File: config.mk
export PLATFORM = sky130hd
export DESIGN_NAME = fp_mul_driver
export DESIGN_NICKNAME = d
export VERILOG_FILES = /design/src/rtl/fp_mul_pkg.sv /design/src/rtl/fp_mul_watchdog.sv /design/src/rtl/fp_mul_driver.sv
export SDC_FILE = /design/constraint.sdc
export NUM_CORES = 1
export LEC_CHECK = 0
export CAP_MARGIN = 20
export CORE_UTILIZATION = 42
export CTS_CLUSTER_DIAMETER = 200
export DETAILED_ROUTE_END_ITERATION = 10
export PLACE_DENSITY = 0.81
export SLEW_MARGIN = 10
export SYNTH_ARGS = -nofsm -noshare
export SYNTH_HDL_FRONTEND = slang
export SYNTH_HIERARCHICAL = 1
export SYNTH_SLANG_ARGS = --single-unit
File: constraint.sdc
create_clock -name clk -period 4 [get_ports clk]
set_clock_uncertainty 0.05 [all_clocks]
set_input_delay 0.6 -clock clk [delete_from_list [all_inputs] [get_ports clk]]
set_output_delay 0.6 -clock clk [all_outputs]
set_load 0.02 [all_outputs]
File: src/rtl/fp_mul_pkg.sv
// fp_mul_pkg: shared state encoding, exception codes and timeout default
// for the fp_mul_driver slice.
`default_nettype none

package fp_mul_pkg;

  typedef enum logic [2:0] {
    ST_IDLE   = 3'd0,
    ST_SEND_A = 3'd1,
    ST_SEND_B = 3'd2,
    ST_WAIT   = 3'd3,
    ST_RESP   = 3'd4
  } state_t;

  localparam logic [2:0] EXC_NONE    = 3'b000;
  localparam logic [2:0] EXC_TIMEOUT = 3'b111;

  localparam int TIMEOUT_CYCLES_DEFAULT = 200;

endpackage : fp_mul_pkg

`default_nettype wire

File: src/rtl/fp_mul_watchdog.sv
// fp_mul_watchdog: counts WAIT cycles and flags the last permitted one.
// Revision: 1.0
`default_nettype none

module fp_mul_watchdog
  import fp_mul_pkg::*;
#(
  parameter int TIMEOUT_CYCLES = TIMEOUT_CYCLES_DEFAULT
) (
  input  logic clk,
  input  logic rst,
  input  logic i_clear,
  input  logic i_en,
  output logic o_expired
);

  localparam int                 c_CNT_W = $clog2(TIMEOUT_CYCLES + 1);
  localparam logic [c_CNT_W-1:0] c_LAST  = c_CNT_W'(TIMEOUT_CYCLES - 1);

  logic [c_CNT_W-1:0] r_cnt;

  always_ff @(posedge clk or posedge rst) begin
    if (rst) begin
      r_cnt <= '0;
    end else if (i_clear) begin
      r_cnt <= '0;
    end else if (i_en) begin
      r_cnt <= r_cnt + 1'b1;
    end
  end

  // Asserted during the TIMEOUT_CYCLES-th WAIT cycle, so the count reaches
  // TIMEOUT_CYCLES on the edge that leaves WAIT.
  assign o_expired = i_en && (r_cnt == c_LAST);

endmodule : fp_mul_watchdog

`default_nettype wire

File: src/rtl/fp_mul_driver.sv
// fp_mul_driver: serialises an FP multiply request onto a two-beat operand bus
// and returns the product; FP_MUL_TIMEOUT_EN adds a WAIT-state abort.
// Revision: 1.0
`default_nettype none

module fp_mul_driver
  import fp_mul_pkg::*;
#(
  parameter int TIMEOUT_CYCLES = TIMEOUT_CYCLES_DEFAULT
) (
  input  logic        clk,
  input  logic        rst,
  input  logic        req_valid,
  output logic        req_ready,
  input  logic [31:0] req_a,
  input  logic [31:0] req_b,
  output logic        rsp_valid,
  input  logic        rsp_ready,
  output logic [31:0] rsp_result,
  output logic [2:0]  rsp_exc,
  output logic        rsp_timeout,
  output logic        mul_ready,
  output logic [31:0] mul_op,
  input  logic        mul_done,
  input  logic [31:0] mul_result,
  input  logic [2:0]  mul_exc
);

  if (TIMEOUT_CYCLES < 1) begin : g_bad_timeout
    $error("TIMEOUT_CYCLES must be at least 1");
  end

  state_t      r_state;
  state_t      w_next;
  logic [31:0] r_a;
  logic [31:0] r_b;
  logic        r_mul_ready;
  logic [31:0] r_mul_op;
  logic [31:0] r_rsp_result;
  logic [2:0]  r_rsp_exc;
  logic        w_accept;
  logic        w_done;
  logic        w_expire;
  logic        w_mul_ready_d;
  logic [31:0] w_mul_op_d;

  assign w_accept = req_valid && (r_state == ST_IDLE);
  assign w_done   = mul_done && (r_state == ST_WAIT);

`ifdef FP_MUL_TIMEOUT_EN
  logic r_rsp_timeout;

  fp_mul_watchdog #(
    .TIMEOUT_CYCLES (TIMEOUT_CYCLES)
  ) u_watchdog (
    .clk       (clk),
    .rst       (rst),
    .i_clear   (r_state == ST_SEND_B),
    .i_en      (r_state == ST_WAIT),
    .o_expired (w_expire)
  );

  // mul_done wins over a simultaneous expiry.
  always_ff @(posedge clk or posedge rst) begin
    if (rst) begin
      r_rsp_timeout <= 1'b0;
    end else if (w_done) begin
      r_rsp_timeout <= 1'b0;
    end else if (w_expire) begin
      r_rsp_timeout <= 1'b1;
    end
  end

  assign rsp_timeout = r_rsp_timeout;
`else
  assign w_expire    = 1'b0;
  assign rsp_timeout = 1'b0;
`endif

  always_ff @(posedge clk or posedge rst) begin
    if (rst) begin
      r_state <= ST_IDLE;
    end else begin
      r_state <= w_next;
    end
  end

  always_comb begin
    w_next = r_state;
    case (r_state)
      ST_IDLE:   if (w_accept) w_next = ST_SEND_A;
      ST_SEND_A: w_next = ST_SEND_B;
      ST_SEND_B: w_next = ST_WAIT;
      ST_WAIT:   if (w_done || w_expire) w_next = ST_RESP;
      ST_RESP:   if (rsp_ready) w_next = ST_IDLE;
      default:   w_next = ST_IDLE;
    endcase
  end

  // Operand-bus values are computed from the next state so they appear
  // registered in the cycle the FSM occupies SEND_A / SEND_B.
  always_comb begin
    w_mul_ready_d = 1'b0;
    w_mul_op_d    = 32'd0;
    case (w_next)
      ST_SEND_A: begin
        w_mul_ready_d = 1'b1;
        w_mul_op_d    = req_a;
      end
      ST_SEND_B: w_mul_op_d = r_b;
      default: begin
        w_mul_ready_d = 1'b0;
        w_mul_op_d    = 32'd0;
      end
    endcase
  end

  assign req_ready  = (r_state == ST_IDLE);
  assign rsp_valid  = (r_state == ST_RESP);
  assign mul_ready  = r_mul_ready;
  assign mul_op     = r_mul_op;
  assign rsp_result = r_rsp_result;
  assign rsp_exc    = r_rsp_exc;

  always_ff @(posedge clk or posedge rst) begin
    if (rst) begin
      r_mul_ready <= 1'b0;
      r_mul_op    <= 32'd0;
    end else begin
      r_mul_ready <= w_mul_ready_d;
      r_mul_op    <= w_mul_op_d;
    end
  end

  always_ff @(posedge clk or posedge rst) begin
    if (rst) begin
      r_a <= 32'd0;
      r_b <= 32'd0;
    end else if (w_accept) begin
      r_a <= req_a;
      r_b <= req_b;
    end
  end

  always_ff @(posedge clk or posedge rst) begin
    if (rst) begin
      r_rsp_result <= 32'd0;
      r_rsp_exc    <= EXC_NONE;
    end else if (w_done) begin
      r_rsp_result <= mul_result;
      r_rsp_exc    <= mul_exc;
    end else if (w_expire) begin
      r_rsp_result <= 32'd0;
      r_rsp_exc    <= EXC_TIMEOUT;
    end
  end

  // r_a is held for debug visibility of the accepted request.
  logic w_unused;
  assign w_unused = ^r_a;

endmodule : fp_mul_driver

`default_nettype wire

==> results of run 1 <==
cell usage after synthesis (all sizes together):
cell    count  area, sq um
a21oi      33          165
a31oi       1         6.26
buf        10         80.1
clkbuf     14         52.6
conb        1         3.75
dfrtp     103         2580
inv         2         7.51
mux2       67          754
nand2      32          120
nand2b      1         6.26
nand3b     32          240
nand4b      1         15.0
nor3        2         10.0
nor4b       1         23.8
o21bai      2         15.0
o41ai       1         8.76
or2         1         6.26
final timing paths:
| path | endpoint | depth (start not counted) | startpoint |
|---|---|---|---|
| setup / recovery | req_ready | 2 | r_state[0]$_DFF_PP0_ |
| hold / removal | r_b[0]$_DFFE_PP0P_ | 1 | r_b[0]$_DFFE_PP0P_ |
| setup reg to reg | rsp_result[24]$_DFFE_PP0P_ | 3 | r_state[0]$_DFF_PP0_ |
| hold reg to reg | r_b[0]$_DFFE_PP0P_ | 1 | r_b[0]$_DFFE_PP0P_ |
| max in group asynchronous | mul_op[22]$_DFF_PP0_ | 3 | rst |
| min in group asynchronous | rsp_result[8]$_DFFE_PP0P_ | 2 | rst |
critical path: stages (launching register included):
cell	delay [ns]
dfrtp_2	0.64
nor3_1	0.30
clkdlybuf4s50_1	0.65
state kept, by name (all words and copies together) (netlist names):
signal,count
rsp_exc,3
r_state,3
mul_op,32
r_b,32
rsp_result,32
mul_ready,1
cell families after synthesis:
logic type / Yosys count / share of synthesized area
buffers and inverters: 26 / 0.0342
AO/OA/AOI/OAI: 37 / 0.0477
other: 1 / 0.000916
multiplexers: 67 / 0.184
AND/OR/NAND/NOR: 70 / 0.103
flip-flops: 103 / 0.630
routing by layer:
metal / vias to the layer above / share of wire
li1: 1378 / -
met1: 1422 / 0.42
met2: 104 / 0.50
met3: 14 / 0.056
met4: 0 / 0.020
met5: - / 0
final cells by class:
cell class | count | area share
flip-flops and latches | 103 | 0.421
repair buffers | 179 | 0.297
multi-input cells | 175 | 0.225
well taps | 129 | 0.0264
clock buffers | 12 | 0.0237
clock inverters | 4 | 0.00511
inverters | 2 | 0.00164
power breakdown:
group          leakage (nW)  internal (W)  switching (W)
Sequential             1.28       0.00152       0.000282
Clock                0.0788      0.000245       0.000341
Combinational          1.17       0.00113       0.000936
Total                  2.53       0.00290        0.00156
per-stage QoR:
step	hold slack [ns]	std cells	cell area [sq um]
2_1_floorplan	0.408	304	4090
3_3_place_gp	0.419	586	5890
3_5_place_dp	0.442	587	5910
4_1_cts	0.461	603	6090
5_1_grt	0.471	604	6120
6_report	0.452	604	6120
==> impl_summary.txt, run 1 <==
----------------------------------------------------
[Placed design]
  Final HPWL DP ... 6500 microns
  Worst setup timing slack at the placement stage ... 1.31 ns
  Final RePlAce weighted congestion ... 0.720
  Port bufs ... 173

[Worst setup path]
  Kind of critical path ... flop to primary output
  Largest fanout on the critical path ... 38
  Register-to-register setup slack ... 1.78 ns
  Critical Path Source Type ... flop
  Critical path data required time ... 3.35 ns
  CP Capture Type ... primary output
  Worst endpoint data arrival time ... 1.93 ns

[Clock network]
  Latest clock arrival within the worst-skew pair ... 0.34 ns
  H-Tree Depth ... 3
  Number of hold-repair buffers added at the cts stage ... 0
  Buffer type at the clock tree root ... clkbuf_8
  Sinks on Clock Net ... 103
  Maximum number of buffers from clock root to sink ... 2
  Post-cts repair resize count ... 0
  Clock slew at the register clock pins of the worst setup and hold paths ... 0.09 ns
  Number of buffers created by CTS ... 9
  Setup bufs post-CTS ... 0
  CTS tree ... built

[Cells and area]
  Area added between synthesis and finish ... 49.5%
  Area occupied by multi-input gates ... 1380 sq um
  Final #Nets ... 574
  Sequential standard cell area ... 2580 sq um
  Fraction of layout instances using a drive strength above 1 ... 0.192
  Post-layout util ... 0.656
  Number of diodes ... 0
  Fill cells ... 714
  Commonest cells after routing, fill and taps aside ... clkdlybuf4s50_1, dfrtp_1, mux2_2
  Most common library cell in the layout ignoring fill and taps ... clkdlybuf4s50_1

[Yosys]
  Synth warnings ... 6
  Area of the mapped netlist ... 4090 sq um
  Sequential element share of the synthesized area ... 0.630
  Number of synthesized register bits ... 103
  Number of standard cells after synthesis ... 304
  Mean instance size in the synthesized netlist ... 13.5 sq um
  Yosys cell types ... 20
  Synthesized Nets ... 408

[GRT]
  Initial antenna violation count ... 0
  Pin count of the biggest net entering global routing ... 75
  Global-route met1 utilization ... 0.242
  Grt met3 use ... 0.0368
  Remaining global-route overflow ... 0
  Vias in the first global route ... 2923
  GRT Util Overall ... 0.187
  Met2 Track Usage GR ... 0.312
  Wire length of the first global-routing pass ... 14600 microns
  Global routing's busiest layer ... met2

[Floorplan]
  Number of ports placed on the die boundary ... 175
  Chip Width ... 101 microns
  Height of the chip ... 101 microns
  Row count ... 35
  Area of the core region ... 9330 sq um
  Total die area ... 10100 sq um
  Starting Density ... 0.439

[Drt]
  DRC ... 0
  Wire length per cell ... 15.4 microns
  Final wirelength ... 9320 microns
  Vias per cell ... 4.83
  Drt initial violations ... 43
  Antenna Nets Post-Route ... 0
  Vias after detailed routing ... 2918
  Number of detailed-routing iterations run before antenna repair ... 4

[Power and ir drop]
  Total power divided by cell area ... 729 nW/um^2
  Worst voltage drop across the vdd grid ... 0.385 mV
  PnR Total Power ... 0.00446 W
  Leak pwr ... 2.53 nW

[Timing]
  Total count of max-transition violations in the final report ... 0
  Number of setup violations in the final report ... 0
  Peak clock frequency supported by timing ... 388 MHz
  Worst setup slack after layout ... 1.42 ns
  Share of the clock period used by the worst path after layout ... 0.645
  Max-slew headroom at the worst pin ... 0.432
  Setup repair after global routing missed its margin ... false
  Total count of hold-check failures in the final report ... 0
  Setup total negative slack ... 0 ns
  Time the worst path needs with I/O delays and setup ... 2.58 ns
  Transition at the pin with the smallest max-transition slack ... 0.853 ns

[Status]
  Run status ... finished, final reports clean

[Worst hold path]
  Hold Crit Class ... flop to flop

[Job]
  Maxcap violations ... 0

----------------------------------------------------
No activity file was read; power rests on OpenSTA's default activity.
==> run 2: changes to the inputs <==
--- a/config.mk
+++ b/config.mk
@@ -6,10 +6,10 @@
 export NUM_CORES = 1
 export LEC_CHECK = 0
 export CAP_MARGIN = 20
-export CORE_UTILIZATION = 42
+export CORE_UTILIZATION = 38
 export CTS_CLUSTER_DIAMETER = 200
 export DETAILED_ROUTE_END_ITERATION = 10
-export PLACE_DENSITY = 0.81
+export PLACE_DENSITY = 0.78
 export SLEW_MARGIN = 10
 export SYNTH_ARGS = -nofsm -noshare
 export SYNTH_HDL_FRONTEND = slang
==> constraint.sdc (replaced) <==
create_clock -name clk -period 2.23 [get_ports clk]
set_clock_uncertainty 0.05 [all_clocks]
set_input_delay 0.3345 -clock clk [delete_from_list [all_inputs] [get_ports clk]]
set_output_delay 0.3345 -clock clk [all_outputs]
set_load 0.02 [all_outputs]
==> run 2 against run 1 <==
Die area rose by 10%. Power rose by 85%. Flip-flop and latch count did not move. Via count rose by 0.75%. Combinational power rose by 83%. Sequential share of layout area fell by 0.45 points. Non-clock buffer count rose by 2. Design area rose by 1.2%. Cell count rose by 1.5%. Clock power rose by 120%. Utilization fell by 5.9 points. Critical path type unchanged. Highest routed layer unchanged.
==> impl_summary.txt, run 2 (synthesized netlist as in run 1, its figures left out) <==
----------------------------------------------------
[Timing]
  Total count of max-transition violations in the final report ... 0 (unchanged)
  Setup repair after global routing missed its margin ... false (unchanged)
  Transition at the pin with the smallest max-transition slack ... 0.677 ns (was 0.853 ns)
  Time the worst path needs with I/O delays and setup ... 2.15 ns
  Total count of hold-check failures in the final report ... 0 (unchanged)
  Peak clock frequency supported by timing ... 465 MHz
  Setup total negative slack ... 0 ns (unchanged)
  Share of the clock period used by the worst path after layout ... 0.964
  Number of setup violations in the final report ... 0 (unchanged)
  Max-slew headroom at the worst pin ... 0.549 (was 0.432)

[Worst setup path]
  End of the worst register-to-register path ... r_b[22]$_DFFE_PP0P_ (was rsp_result[24]$_DFFE_PP0P_)
  Largest fanout on the critical path ... 11 (was 38)
  Critical path data required time ... 1.85 ns (was 3.35 ns)
  Critical path launch point ... r_state[0]$_DFF_PP0_ (unchanged)
  Critical Path Source Type ... flop (unchanged)
  Worst endpoint data arrival time ... 1.77 ns (was 1.93 ns)
  Register-to-register setup slack ... 0.57 ns (was 1.78 ns)
  Worst-case reg-to-reg path depth ... 3 (unchanged)
  Reg2Reg Launch Point ... r_state[0]$_DFF_PP0_ (unchanged)
  CP Capture Type ... primary output (unchanged)
  Kind of critical path ... flop to primary output (unchanged)
  End point of the critical path ... req_ready (unchanged)

[Power and ir drop]
  Worst voltage drop across the vdd grid ... 0.708 mV (was 0.385 mV)
  Total power divided by cell area ... 1330 nW/um^2 (was 729 nW/um^2)
  Net switching share of the total power ... 0.343 (was 0.350)
  Clock share of power ... 0.155 (was 0.131)
  Internal Power ... 0.00543 W (was 0.00290 W)
  Leak pwr ... 2.56 nW (was 2.53 nW)
  Gate power share ... 0.460 (was 0.464)
  Portion of total power attributed to sequential cells ... 0.385 (was 0.405)
  Net Sw Power ... 0.00283 W (was 0.00156 W)

[Cells and area]
  Design Area, Final ... 6190 sq um (was 6120 sq um)
  Fraction of layout instances using a drive strength above 1 ... 0.201 (was 0.192)
  Sequential standard cell area ... 2580 sq um (about the same)
  Fill cells ... 854 (was 714)
  Number of diodes ... 0 (unchanged)
  Commonest cells after routing, fill and taps aside ... clkdlybuf4s50_1, dfrtp_1, mux2_2 (unchanged)
  Area added between synthesis and finish ... 51.2% (was 49.5%)
  Final #Nets ... 576 (was 574)
  Most common library cell in the layout ignoring fill and taps ... clkdlybuf4s50_1 (unchanged)
  Area occupied by multi-input gates ... 1380 sq um (unchanged)

[Clock network]
  Setup bufs post-CTS ... 0 (unchanged)
  H-Tree Depth ... 3 (unchanged)
  Sinks on Clock Net ... 103 (unchanged)
  Number of hold-repair buffers added at the cts stage ... 0 (unchanged)
  Clock slew at the register clock pins of the worst setup and hold paths ... 0.09 ns (about the same)
  Number of buffers created by CTS ... 9 (unchanged)
  Buffer type at the clock tree root ... clkbuf_8 (unchanged)
  CTS tree ... built (unchanged)
  Latest clock arrival within the worst-skew pair ... 0.36 ns (was 0.34 ns)
  Maximum number of buffers from clock root to sink ... 2 (unchanged)

[Drt]
  Number of detailed-routing iterations run before antenna repair ... 4 (unchanged)
  Final wirelength ... 9860 microns (was 9320 microns)
  Drt initial violations ... 122 (was 43)
  Antenna Nets Post-Route ... 0 (unchanged)
  Vias per cell ... 4.80 (was 4.83)
  DRC ... 0 (unchanged)
  Vias after detailed routing ... 2940 (was 2918)
  Wire length per cell ... 16.1 microns (was 15.4 microns)

[Floorplan]
  Row count ... 37 (was 35)
  Starting Density ... 0.395 (was 0.439)
  Height of the chip ... 106 microns (was 101 microns)
  Area of the core region ... 10400 sq um (was 9330 sq um)
  Number of ports placed on the die boundary ... 175 (unchanged)
  Chip Width ... 106 microns (was 101 microns)
  Total die area ... 11200 sq um (was 10100 sq um)

[Worst hold path]
  Hold Crit Class ... input port to asynchronous set/reset pin (was flop to flop)

[GRT]
  Pin count of the biggest net entering global routing ... 104 (was 75)
  Initial antenna violation count ... 0 (unchanged)
  Remaining global-route overflow ... 0 (unchanged)
  Wire length of the first global-routing pass ... 16000 microns (was 14600 microns)
  GRT Util Overall ... 0.186 (was 0.187)
  Vias in the first global route ... 3137 (was 2923)

[Placed design]
  Port bufs ... 173 (unchanged)
  Final RePlAce weighted congestion ... 0.727 (was 0.720)
  Final HPWL DP ... 6850 microns (was 6500 microns)
  Placed cell area ... 5960 sq um (was 5910 sq um)

[Status]
  Run status ... finished, final reports clean (unchanged)

[Job]
  Maxcap violations ... 0 (unchanged)

----------------------------------------------------
run 2: changes by cell type in the layout (fill, tap and decap cells not counted), sizes merged:
cell,previous run,this run
buf,6,8
bufinv,0,2
clkbuf,12,11
clkinv,1,2
clkinvlp,3,2
inv,2,1
run 2: layer usage:
metal | up-vias | wire length, microns | GRT usage
li1 | 1377 | - | -
met1 | 1448 | 4250 | 0.238
met2 | 98 | 4840 | 0.303
met3 | 17 | 548 | 0.0396
met4 | 0 | 225 | 0.0813
met5 | - | 0 | 0
run 2: area by class of cell:
class	instances	area share
clock inverter	5	0.0131
clock buffer	11	0.0228
sequential	103	0.417
tap	136	0.0275
inverter	2	0.00182
timing repair buffer	181	0.296
multi-input combinational	175	0.222
run 2: per-stage QoR:
stage / instances / total power (W) / utilization / setup WS [ns] / hold WS, ns
finish: 613 / 0.00825 / 0.597 / 0.0794 / 0.435
global route: 613 / 0.00872 / 0.597 / 0.0196 / 0.471
CTS: 613 / 0.00835 / 0.597 / 0.0450 / 0.448
detailed placement: 597 / 0.00704 / 0.575 / 0.289 / 0.425
global placement: 597 / 0.00691 / 0.575 / 0.327 / 0.422
floorplan: 304 / 0.00535 / - / 0.604 / 0.381
run 2: repair_timing:
item	CTS	global route
endpoints found under the hold margin	0	0
resized for setup	0	2
setup endpoints to repair	0	2
run 2: critical path: stages (launching register included):
cell             delay, ns
dfrtp_2               0.50
nor3_1                0.25
clkdlybuf4s50_1       0.65
run 2: how the worst min path moves through the flow:
stage / end / start / cells past startpoint
after floorplan: r_state[2]$_DFF_PP0_ / rsp_ready / 1
after global placement: r_b[0]$_DFFE_PP0P_ / r_b[0]$_DFFE_PP0P_ / 1
after detailed placement: r_b[0]$_DFFE_PP0P_ / r_b[0]$_DFFE_PP0P_ / 1
after CTS: rsp_result[24]$_DFFE_PP0P_ / rst / 3
after global routing: r_state[2]$_DFF_PP0_ / rsp_ready / 2
final: mul_op[28]$_DFF_PP0_ / rst / 3
run 2: power by group through the flow:
stage | clock, W | combinational (W) | sequential (W)
after global routing | 0.00139 | 0.00404 | 0.00329
after global placement | 0 | 0.00374 | 0.00317
final | 0.00128 | 0.00379 | 0.00318
after detailed placement | 0 | 0.00383 | 0.00321
after CTS | 0.00134 | 0.00383 | 0.00318
after floorplan | 0 | 0.00157 | 0.00379
==> run 3: changes to the inputs <==
--- a/config.mk
+++ b/config.mk
@@ -5,11 +5,12 @@
 export SDC_FILE = /design/constraint.sdc
 export NUM_CORES = 1
 export LEC_CHECK = 0
-export CAP_MARGIN = 20
-export CORE_UTILIZATION = 38
+export ABC_AREA = 1
+export CAP_MARGIN = 25
+export CORE_UTILIZATION = 39
 export CTS_CLUSTER_DIAMETER = 200
 export DETAILED_ROUTE_END_ITERATION = 10
-export PLACE_DENSITY = 0.78
+export PLACE_DENSITY = 0.79
 export SLEW_MARGIN = 10
 export SYNTH_ARGS = -nofsm -noshare
 export SYNTH_HDL_FRONTEND = slang
==> run 3 against run 2 <==
Clock power fell by 4%. Utilization is 0.68 points higher. Synthesized area rose by 4.6%. First-iteration DRC count increased by 94%. Critical endpoint unchanged. Highest routed layer unchanged.
==> impl_summary.txt, run 3 <==
----------------------------------------------------
[Yosys]
  Multiplexer share of the synthesized area ... 0 (was 0.184)
  Cell with the most instances after synthesis ... nand2_1 (was dfrtp_1)
  Yosys cell types ... 16 (was 20)
  Area share of xor/xnor cells in the synthesized design ... 0 (unchanged)
  Mean instance size in the synthesized netlist ... 9.22 sq um (was 13.5 sq um)
  Share of the synthesized area in the top cell type ... 0.602 (was 0.630)
  Biggest area contributors in the synthesized netlist ... dfrtp_1, nand2_1, nand4_1 (was dfrtp_1, mux2_2, nand3b_1)
  Primary FF master, synth ... dfrtp_1 (unchanged)
  Proportion of synthesized flip-flops having asynchronous set or reset ... 1.00 (unchanged)
  Area of the mapped netlist ... 4280 sq um (was 4090 sq um)
  Simple-gate portion of the synthesized area ... 0.343 (was 0.103)
  Sequential element share of the synthesized area ... 0.602 (was 0.630)
  Commonest cells post-synth ... nand2_1, dfrtp_1, nand4_1 (was dfrtp_1, mux2_2, a21oi_1)
  Number of standard cells after synthesis ... 464 (was 304)
  Post-synthesis compound-gate area fraction ... 0 (was 0.0477)
  Synth Area in Adders ... 0 (unchanged)
  Number of synthesized flops with an enable pin ... 0 (unchanged)
  Cell taking the most area after synthesis ... dfrtp_1 (unchanged)
  Synthesized Nets ... 568 (was 408)
  Synth warnings ... 6 (unchanged)
  Number of synthesized register bits ... 103 (unchanged)
  Combinational family with the most area after synthesis ... simple AND/OR/NAND/NOR gates (was multiplexers)

[Timing]
  Worst hold-check slack ... 0.179 ns (was 0.435 ns)
  Number of setup violations in the final report ... 0 (unchanged)
  Time the worst path needs with I/O delays and setup ... 2.04 ns (was 2.15 ns)
  Setup repair after global routing missed its margin ... false (unchanged)
  Share of the clock period used by the worst path after layout ... 0.913 (was 0.964)
  Peak clock frequency supported by timing ... 491 MHz (was 465 MHz)
  Transition at the pin with the smallest max-transition slack ... 0.645 ns (was 0.677 ns)
  Max-slew headroom at the worst pin ... 0.569 (was 0.549)
  Total count of max-transition violations in the final report ... 0 (unchanged)
  Setup total negative slack ... 0 ns (unchanged)
  Total count of hold-check failures in the final report ... 0 (unchanged)

[Drt]
  DRC ... 0 (unchanged)
  Vias per cell ... 5.14 (was 4.80)
  Number of detailed-routing iterations run before antenna repair ... 5 (was 4)
  Final wirelength ... 11400 microns (was 9860 microns)
  Wire length per cell ... 15.2 microns (was 16.1 microns)
  Vias after detailed routing ... 3881 (was 2940)
  Antenna Nets Post-Route ... 0 (unchanged)
  Drt initial violations ... 237 (was 122)

[Clock network]
  Buffer type at the clock tree root ... clkbuf_8 (unchanged)
  Post-cts repair resize count ... 0 (unchanged)
  Number of buffers created by CTS ... 9 (unchanged)
  Maximum number of buffers from clock root to sink ... 2 (unchanged)
  Setup bufs post-CTS ... 0 (unchanged)
  CTS tree ... built (unchanged)
  Sinks on Clock Net ... 103 (unchanged)
  Clock slew at the register clock pins of the worst setup and hold paths ... 0.09 ns (about the same)
  Number of hold-repair buffers added at the cts stage ... 0 (unchanged)
  H-Tree Depth ... 3 (unchanged)
  Latest clock arrival within the worst-skew pair ... 0.36 ns (about the same)

[Power and ir drop]
  Clock share of power ... 0.151 (was 0.155)
  Gate power share ... 0.472 (was 0.460)
  Net Sw Power ... 0.00329 W (was 0.00283 W)
  Leak pwr ... 3.04 nW (was 2.56 nW)
  Portion of total power attributed to sequential cells ... 0.377 (was 0.385)
  Total power divided by cell area ... 1290 nW/um^2 (was 1330 nW/um^2)
  Internal Power ... 0.00484 W (was 0.00543 W)
  Net switching share of the total power ... 0.405 (was 0.343)
  Worst voltage drop across the vdd grid ... 1.11 mV (was 0.708 mV)

[Cells and area]
  Area added between synthesis and finish ... 47.6% (was 51.2%)
  Final #Nets ... 718 (was 576)
  Most common library cell in the layout ignoring fill and taps ... clkdlybuf4s50_1 (unchanged)
  Commonest cells after routing, fill and taps aside ... clkdlybuf4s50_1, nand2_1, dfrtp_1 (was clkdlybuf4s50_1, dfrtp_1, mux2_2)
  Fraction of layout instances using a drive strength above 1 ... 0.0549 (was 0.201)
  Number of diodes ... 0 (unchanged)
  Count of placed standard cells in the final layout, fillers left out ... 755 (was 613)
  Post-layout util ... 0.604 (was 0.597)
  Fill cells ... 908 (was 854)

[Worst setup path]
  CP Capture Type ... primary output (unchanged)
  Worst endpoint data arrival time ... 1.65 ns (was 1.77 ns)
  Critical path launch point ... r_state[0]$_DFF_PP0_ (unchanged)
  Kind of critical path ... flop to primary output (unchanged)
  Largest fanout on the critical path ... 2 (was 11)
  Reg2Reg Launch Point ... r_state[0]$_DFF_PP0_ (unchanged)
  Critical Path Source Type ... flop (unchanged)
  Critical path data required time ... 1.85 ns (about the same)

[GRT]
  Remaining global-route overflow ... 0 (unchanged)
  Pin count of the biggest net entering global routing ... 99 (was 104)
  Initial antenna violation count ... 0 (unchanged)
  Wire length of the first global-routing pass ... 18400 microns (was 16000 microns)
  Vias in the first global route ... 3679 (was 3137)
  GRT Util Overall ... 0.206 (was 0.186)

[Floorplan]
  Total die area ... 11400 sq um (was 11200 sq um)
  Number of ports placed on the die boundary ... 175 (unchanged)
  Row count ... 37 (unchanged)
  Chip Width ... 107 microns (was 106 microns)
  Area of the core region ... 10500 sq um (was 10400 sq um)
  Starting Density ... 0.409 (was 0.395)
  Height of the chip ... 107 microns (was 106 microns)

[Placed design]
  Port bufs ... 173 (unchanged)
  Cells after DPL ... 739 (was 597)
  Final RePlAce weighted congestion ... 0.786 (was 0.727)
  Final HPWL DP ... 7850 microns (was 6850 microns)

[Worst hold path]
  Hold Crit Class ... input port to asynchronous set/reset pin (unchanged)

[Job]
  Maxcap violations ... 0 (unchanged)

[Status]
  Run status ... finished, final reports clean (unchanged)

----------------------------------------------------
==> run 3: through the flow <==
stage               total power, W  instance area [sq um]  setup WS (ns)
finish                     0.00813                   6320          0.194
global route               0.00866                   6320          0.108
CTS                        0.00820                   6320          0.173
detailed placement         0.00696                   6100          0.418
global placement           0.00684                   6100          0.455
floorplan                  0.00530                   4280          0.614
==> run 3: kinds of logic (layout without fill, tap and decap cells) <==
kind of cell  count (synthesis)  in the layout
simple gates                310            310
other cells                   1              1
buf+inv                      50            205
flops                       103            103
==> run 3: layer usage <==
layer  global-route usage  vias up  part of all wire
li1                     -     1884                 -
met4               0.0744        0             0.026
met1                0.272     1828              0.43
met2                0.336      147              0.50
met5                    0        -                 0
met3               0.0426       22             0.052
==> run 3: worst paths after layout <==
path                                               to  slack [ns]  cells past startpoint
max                                         req_ready        0.19                      4
min                              mul_op[11]$_DFF_PP0_        0.18                      2
max reg2reg                       r_b[13]$_DFFE_PP0P_        0.45                      6
min reg2reg                rsp_result[23]$_DFFE_PP0P_        0.43                      2
max in group asynchronous          r_b[4]$_DFFE_PP0P_        1.43                      3
min in group clk                  mul_op[4]$_DFF_PP0_        0.38                      3
==> run 3: layout make-up <==
| cell class | instances | area [sq um] | share of cell area |
|---|---|---|---|
| Clock buffer | 11 | 151 | 0.0240 |
| Clock inverter | 5 | 63.8 | 0.0101 |
| Inverter | 6 | 26.3 | 0.00416 |
| Multi-Input combinational cell | 311 | 1480 | 0.234 |
| Sequential cell | 103 | 2580 | 0.408 |
| Tap cell | 136 | 170 | 0.0269 |
| Timing Repair Buffer | 183 | 1850 | 0.293 |
==> run 3: power groups by stage <==
stage                     Sequential, W  Combinational [W]  Clock [W]
after floorplan                 0.00368            0.00163          0
after global placement          0.00307            0.00376          0
after detailed placement        0.00309            0.00387          0
after CTS                       0.00306            0.00387    0.00126
after global routing            0.00315            0.00416    0.00135
final                           0.00306            0.00384    0.00123
==> run 3: critical path, cell delays in order, from the launching register on <==
cell and delay (ns):
dfrtp_1 0.42, nor2_4 0.12, inv_1 0.06, nor2_1 0.09, clkdlybuf4s50_1 0.61
